<file path="config.mk">
export PLATFORM = sky130hd
export DESIGN_NAME = serializador_saida_flat
export DESIGN_NICKNAME = d
export VERILOG_FILES = /design/src/rtl/serializador_saida_if.sv /design/src/rtl/serializador_saida.sv /design/src/flat_wrapper.sv
export SDC_FILE = /design/constraint.sdc
export NUM_CORES = 1
export LEC_CHECK = 0
export CORE_MARGIN = 2
export CORE_UTILIZATION = 50
export DETAILED_ROUTE_END_ITERATION = 16
export PLACE_DENSITY = 0.81
export SLEW_MARGIN = 20
export SYNTH_ARGS = -nofsm -noshare
export SYNTH_HDL_FRONTEND = slang
export SYNTH_SLANG_ARGS = --single-unit
</file>
<file path="constraint.sdc">
create_clock -name clkSimulation -period 2.2 [get_ports clkSimulation]
set_input_delay 0.44 -clock clkSimulation [delete_from_list [all_inputs] [get_ports clkSimulation]]
set_output_delay 0.44 -clock clkSimulation [all_outputs]
set_load 0.01 [all_outputs]
</file>
<file path="src/rtl/serializador_saida_if.sv">
`default_nettype none
// ============================================================================
// Module      : serializador_saida_if
// Description : Parallel-load / serial-out handshake bundle for the serializer.
// Revision    : 1.0 - initial release
// ============================================================================
interface serializador_saida_if;
  logic [7:0] q;
  logic       load;
  logic       ready;
  logic       busy;
  logic       tx;
  logic       frame_done;

  modport master (
    output q, load,
    input  ready, busy, tx, frame_done
  );

  modport slave (
    input  q, load,
    output ready, busy, tx, frame_done
  );
endinterface
`default_nettype wire

</file>
<file path="src/rtl/serializador_saida.sv">
`default_nettype none
// ============================================================================
// Module      : serializador_saida
// Description : UART-style frame serializer (start, 8 data LSB first,
//               optional even parity, stop) fed from the 8-bit registrador.
// Revision    : 1.0 - initial release
// ============================================================================
module serializador_saida #(
  parameter int BAUD_DIV  = 4,
  parameter int PARITY_EN = 1
) (
  input  logic                  clkSimulation,
  input  logic                  rst,
  serializador_saida_if.slave   bus
);

  localparam logic [2:0] c_IDLE   = 3'd0;
  localparam logic [2:0] c_START  = 3'd1;
  localparam logic [2:0] c_DATA   = 3'd2;
  localparam logic [2:0] c_PARITY = 3'd3;
  localparam logic [2:0] c_STOP   = 3'd4;

  localparam logic [7:0] c_BAUD_LAST = 8'(BAUD_DIV - 1);

  logic [2:0] r_state;
  logic [7:0] r_shift;
  logic       r_par;
  logic [2:0] r_bitcnt;
  logic [7:0] r_baud;
  logic       r_tx;
  logic       r_frame_done;

  logic [2:0] w_state;
  logic [7:0] w_shift;
  logic       w_par;
  logic [2:0] w_bitcnt;
  logic [7:0] w_baud;
  logic       w_bit_end;
  logic       w_tx;
  logic       w_frame_done;

  always_comb begin
    w_state   = r_state;
    w_shift   = r_shift;
    w_par     = r_par;
    w_bitcnt  = r_bitcnt;
    w_baud    = r_baud + 8'd1;
    w_bit_end = (r_baud == c_BAUD_LAST);

    case (r_state)
      c_IDLE: begin
        w_baud = 8'd0;
        if (bus.load) begin
          w_shift  = bus.q;
          w_par    = ^bus.q;
          w_bitcnt = 3'd0;
          w_state  = c_START;
        end
      end
      c_START: begin
        if (w_bit_end) begin
          w_baud  = 8'd0;
          w_state = c_DATA;
        end
      end
      c_DATA: begin
        if (w_bit_end) begin
          w_baud   = 8'd0;
          w_shift  = {1'b0, r_shift[7:1]};
          w_bitcnt = r_bitcnt + 3'd1;
          if (r_bitcnt == 3'd7) begin
            w_state = (PARITY_EN != 0) ? c_PARITY : c_STOP;
          end
        end
      end
      c_PARITY: begin
        if (w_bit_end) begin
          w_baud  = 8'd0;
          w_state = c_STOP;
        end
      end
      c_STOP: begin
        if (w_bit_end) begin
          w_baud  = 8'd0;
          w_state = c_IDLE;
        end
      end
      default: begin
        w_baud  = 8'd0;
        w_state = c_IDLE;
      end
    endcase
  end

  // Line level and done pulse are decoded from the next state so both leave a flop.
  always_comb begin
    case (w_state)
      c_START:  w_tx = 1'b0;
      c_DATA:   w_tx = w_shift[0];
      c_PARITY: w_tx = w_par;
      default:  w_tx = 1'b1;
    endcase
    w_frame_done = (w_state == c_STOP) && (w_baud == c_BAUD_LAST);
  end

  always_ff @(posedge clkSimulation) begin
    if (!rst) begin
      r_state      <= c_IDLE;
      r_shift      <= 8'd0;
      r_par        <= 1'b0;
      r_bitcnt     <= 3'd0;
      r_baud       <= 8'd0;
      r_tx         <= 1'b1;
      r_frame_done <= 1'b0;
    end else begin
      r_state      <= w_state;
      r_shift      <= w_shift;
      r_par        <= w_par;
      r_bitcnt     <= w_bitcnt;
      r_baud       <= w_baud;
      r_tx         <= w_tx;
      r_frame_done <= w_frame_done;
    end
  end

  assign bus.ready      = (r_state == c_IDLE);
  assign bus.busy       = (r_state != c_IDLE);
  assign bus.tx         = r_tx;
  assign bus.frame_done = r_frame_done;

endmodule
`default_nettype wire
</file>
<file path="src/flat_wrapper.sv">
// flat-port wrapper written by rule: the top's interface ports become plain ports
module serializador_saida_flat 
#(
  parameter int BAUD_DIV  = 4,
  parameter int PARITY_EN = 1
)
  (clkSimulation, rst, bus_q, bus_load, bus_ready, bus_busy, bus_tx, bus_frame_done);
  serializador_saida_if bus_i ();
  input  logic clkSimulation;
  input  logic rst;
  input wire logic [$bits(bus_i.q)-1:0] bus_q;
  input wire logic [$bits(bus_i.load)-1:0] bus_load;
  output wire logic [$bits(bus_i.ready)-1:0] bus_ready;
  output wire logic [$bits(bus_i.busy)-1:0] bus_busy;
  output wire logic [$bits(bus_i.tx)-1:0] bus_tx;
  output wire logic [$bits(bus_i.frame_done)-1:0] bus_frame_done;
  assign bus_i.q = bus_q;
  assign bus_i.load = bus_load;
  assign bus_ready = bus_i.ready;
  assign bus_busy = bus_i.busy;
  assign bus_tx = bus_i.tx;
  assign bus_frame_done = bus_i.frame_done;
  serializador_saida #(.BAUD_DIV(BAUD_DIV), .PARITY_EN(PARITY_EN)) u_core (.clkSimulation(clkSimulation), .rst(rst), .bus(bus_i));
endmodule
</file>
==> summary.txt <==
Critical path
  • R2r startpoint: u_core.r_baud[0]
  • Largest stage delay, worst path: 480 ps
  • Path depth of the worst reg2reg path: 6
  • Delay-heaviest family, CP: buffers and inverters
  • Worst-path maximum fanout: 8
  • Reg2reg setup slack: about 170 ps
  • Worst R2R End: u_core.bus.tx
  • Levels on crit path: 2
  • Critical Path Sink Type: primary output
  • Critical path's slowest cell: clkdlybuf4s50_1
  • Critical Path Sink: bus_busy
  • CP Buf/Inv Count: 1
  • Setup crit start kind: flip-flop
  • CP Data Arrival Time: roughly 1600 ps
  • Worst setup path class: reg -> out
  • CP startpoint: u_core.r_state[0]
  • CP Cell Sequence: or3_4 -> clkdlybuf4s50_1
  • WP data required: ~1800 ps

Power and ir drop
  • Net load switching power: 0.201 mW
  • Seq pwr share: around three fifths
  • Clk network pwr share: between 20% and 30%
  • Leakage dissipation: about 0.57 nW
  • PD cells: 562 nW/um^2
  • Power after layout: 0.813 mW
  • Sw frac: 24.8%
  • Combinational share of power: around 16%
  • IR drop worst, VDD: 312 uV
  • Cell Int Power: 0.611 mW

Final layout
  • Final instance area: ~1400 um^2
  • Final core occ: 64.2%
  • Diodes inserted: 0
  • Syn-to-layout area delta: 19.2%
  • Layout fillers: 216
  • Commonest non-fill, non-tap cell in the layout: dfxtp_1
  • Share of cells above drive strength 1: about an eighth
  • Most frequent cells in the layout: dfxtp_1 (23), nor2_1 (16), clkdlybuf4s50_1 (13)
  • Finished Layout Cells: 180
  • Layout Nets: 167

STA
  • Fin crit period: 2030 ps
  • Period utilisation layout: 92.4%
  • Hold WS: roughly 470 ps
  • Slew HR: 71.2%
  • Slew @ Worst Pin: 431 ps
  • Max frequency: about 0.49 GHz
  • Setup Skew: 12.7 ps
  • Unrepaired setup endpoints after global routing: false
  • Final WS setup: 168 ps
  • # setup viols final: 0
  • Slew Limit Fails: 0
  • Final Hold Viols: 0
  • Setup TNS: 0 ps

Die
  • Initial core utilization: 53.8%
  • Core ar.: ~2300 um^2
  • Die W: 53.3 um
  • Die ar.: 2840 um^2
  • Die Ht: 53.3 um
  • IO Pins: 15
  • # rows: 17

Synth
  • Post-Syn Nets: 147
  • Netlist Area Pre-Place: 1210 um^2
  • Post-synthesis register bit count: 25
  • YS warnings: 0
  • Netlist cell types: 31
  • Synth Area per Inst: 9.13 um^2
  • Seq/Total Area, Yosys: 41.2%
  • Mapped Cells: about 130

Routing
  • Vias: just under 1,000
  • DRC Markers: 0
  • First drt pass iteration count: 4
  • ANT nets after route: 0
  • Drt first-iter violations: 13
  • DR WL/cell: 12.6 um
  • Post-Route WL: 2280 um
  • Drt via density: 5.44

CTS
  • CTS Hold Bufs: 0
  • Longest Clk Path Bufs: 2
  • CTS tree: yes
  • Root Buffer: clkbuf_4
  • TritonCTS Buffers: 3
  • Worst-Skew Late Latency: ~310 ps
  • Clk sinks: 25
  • H-tree levels: 1
  • Clock slew at reported path FFs: 130 ps

Placed design
  • Placed cell area: 1410 um^2
  • Port bufs: 14
  • Dpl cells: about 180
  • DP HPWL: 1760 um
  • Pre-CTS setup slack: 98.9 ps
  • Gpl congestion: 0.838

Global route
  • Grt total ovfl: 0
  • GRT Overall Usage: a little under a fifth
  • Global-route wire length before repair: slightly below 4000 um
  • Vias in the first global route: 996
  • Largest net degree at the start of global routing: 15
  • Initial antenna violation count: 0

Run
  • MaxCap Viol Count: 0

Status
  • Status: finished clean

Worst hold path
  • Worst Hold Class: reg -> reg
## worst reg2reg max path, delay by kind of cell (launching register included)
family,cells,cell delay [ps]
flip-flops,1,430
adder cells (fa/ha/maj),1,270
AO/OA/AOI/OAI,1,330
AND/OR/NAND/NOR,3,560
multiplexers,1,340
## what timing repair did
item                       CTS  global route
hold endpoints to repair     0             0
resized for setup            1             3
setup buffers                0             0
setup endpoints to repair    1             1
## logic make-up after synthesis
group | count (synthesis) | share of synthesized area [%]
AOI/OAI and AO/OA | 24 | 12.9
xor gates and xnor gates | 13 | 9.38
adders and majority gates | 3 | 3.09
buffers and inverters | 9 | 2.99
DFF | 25 | 41.2
muxes | 5 | 4.54
and+or+nand+nor | 54 | 25.9
## worst min path at each step
stage                       start            endpoint  slack (ps)  cells past startpoint
2_1_floorplan  u_core.r_bitcnt[1]  u_core.r_bitcnt[1]         440                      2
3_3_place_gp    u_core.r_shift[2]   u_core.r_shift[2]         440                      2
3_5_place_dp    u_core.r_shift[3]   u_core.r_shift[3]         450                      2
4_1_cts         u_core.r_shift[3]   u_core.r_shift[3]         470                      2
5_1_grt         u_core.r_shift[0]   u_core.r_shift[0]         500                      2
6_report        u_core.r_shift[3]   u_core.r_shift[3]         470                      2
## per-layer routing
layer  track usage (%)  share of wire, %  vias up
met5                 0                 0        -
met4              9.40               1.1        0
met3              2.54               3.6        4
met2              33.5                49       15
met1              22.0                46      455
li1                  -                 -      505
## power groups by stage
stage | registers (mW) | logic [mW] | clock network (mW)
after global placement | 0.491 | 0.128 | 0
after floorplan | 0.490 | 0.0809 | 0
after detailed placement | 0.492 | 0.132 | 0
final | 0.482 | 0.131 | 0.200
after global routing | 0.485 | 0.146 | 0.224
after CTS | 0.482 | 0.132 | 0.208
## flip-flops by register name (all words and copies together) (netlist names)
name                   cells
u_core.r_baud              8
u_core.r_shift             8
u_core.r_bitcnt            3
u_core.r_state             3
u_core.bus.frame_done      1
u_core.bus.tx              1
u_core.r_par               1
## synth_stat cells
cell type	number	area, um^2
dfxtp_1	25	500
nor2_1	16	60.1
nand2_1	12	45.0
a21oi_1	11	55.1
a22oi_1	8	60.1
xnor2_1	8	70.1
and3_1	5	31.3
nand3_1	5	25.0
xor2_1	5	43.8
mux2i_1	4	40.0
nor3_1	4	20.0
clkbuf_1	3	11.3
ha_1	3	37.5
inv_1	3	11.3
buf_2	2	10.0
nand4_1	2	12.5
nor2b_1	2	12.5
nor4b_4	2	47.6
a2111o_1	1	11.3
a211o_1	1	8.76
a211oi_1	1	7.51
a31oi_1	1	6.26
and4_1	1	8.76
inv_2	1	3.75
mux2_4	1	15.0
nand2_2	1	6.26
nand3_2	1	10.0
nor2_4	1	11.3
nor4_2	1	12.5
o21a_1	1	7.51
or3_4	1	11.3
## layout make-up
cell class                 instances  area (um^2)  share of cell area [%]
multi-input combinational         99          677                    46.8
tap                               28         35.0                    2.42
inverter                           4         15.0                    1.04
sequential                        25          505                    34.9
timing repair buffer              20          188                    13.0
clock buffer                       4         26.3                    1.82
(Power assumes the default switching activity.)
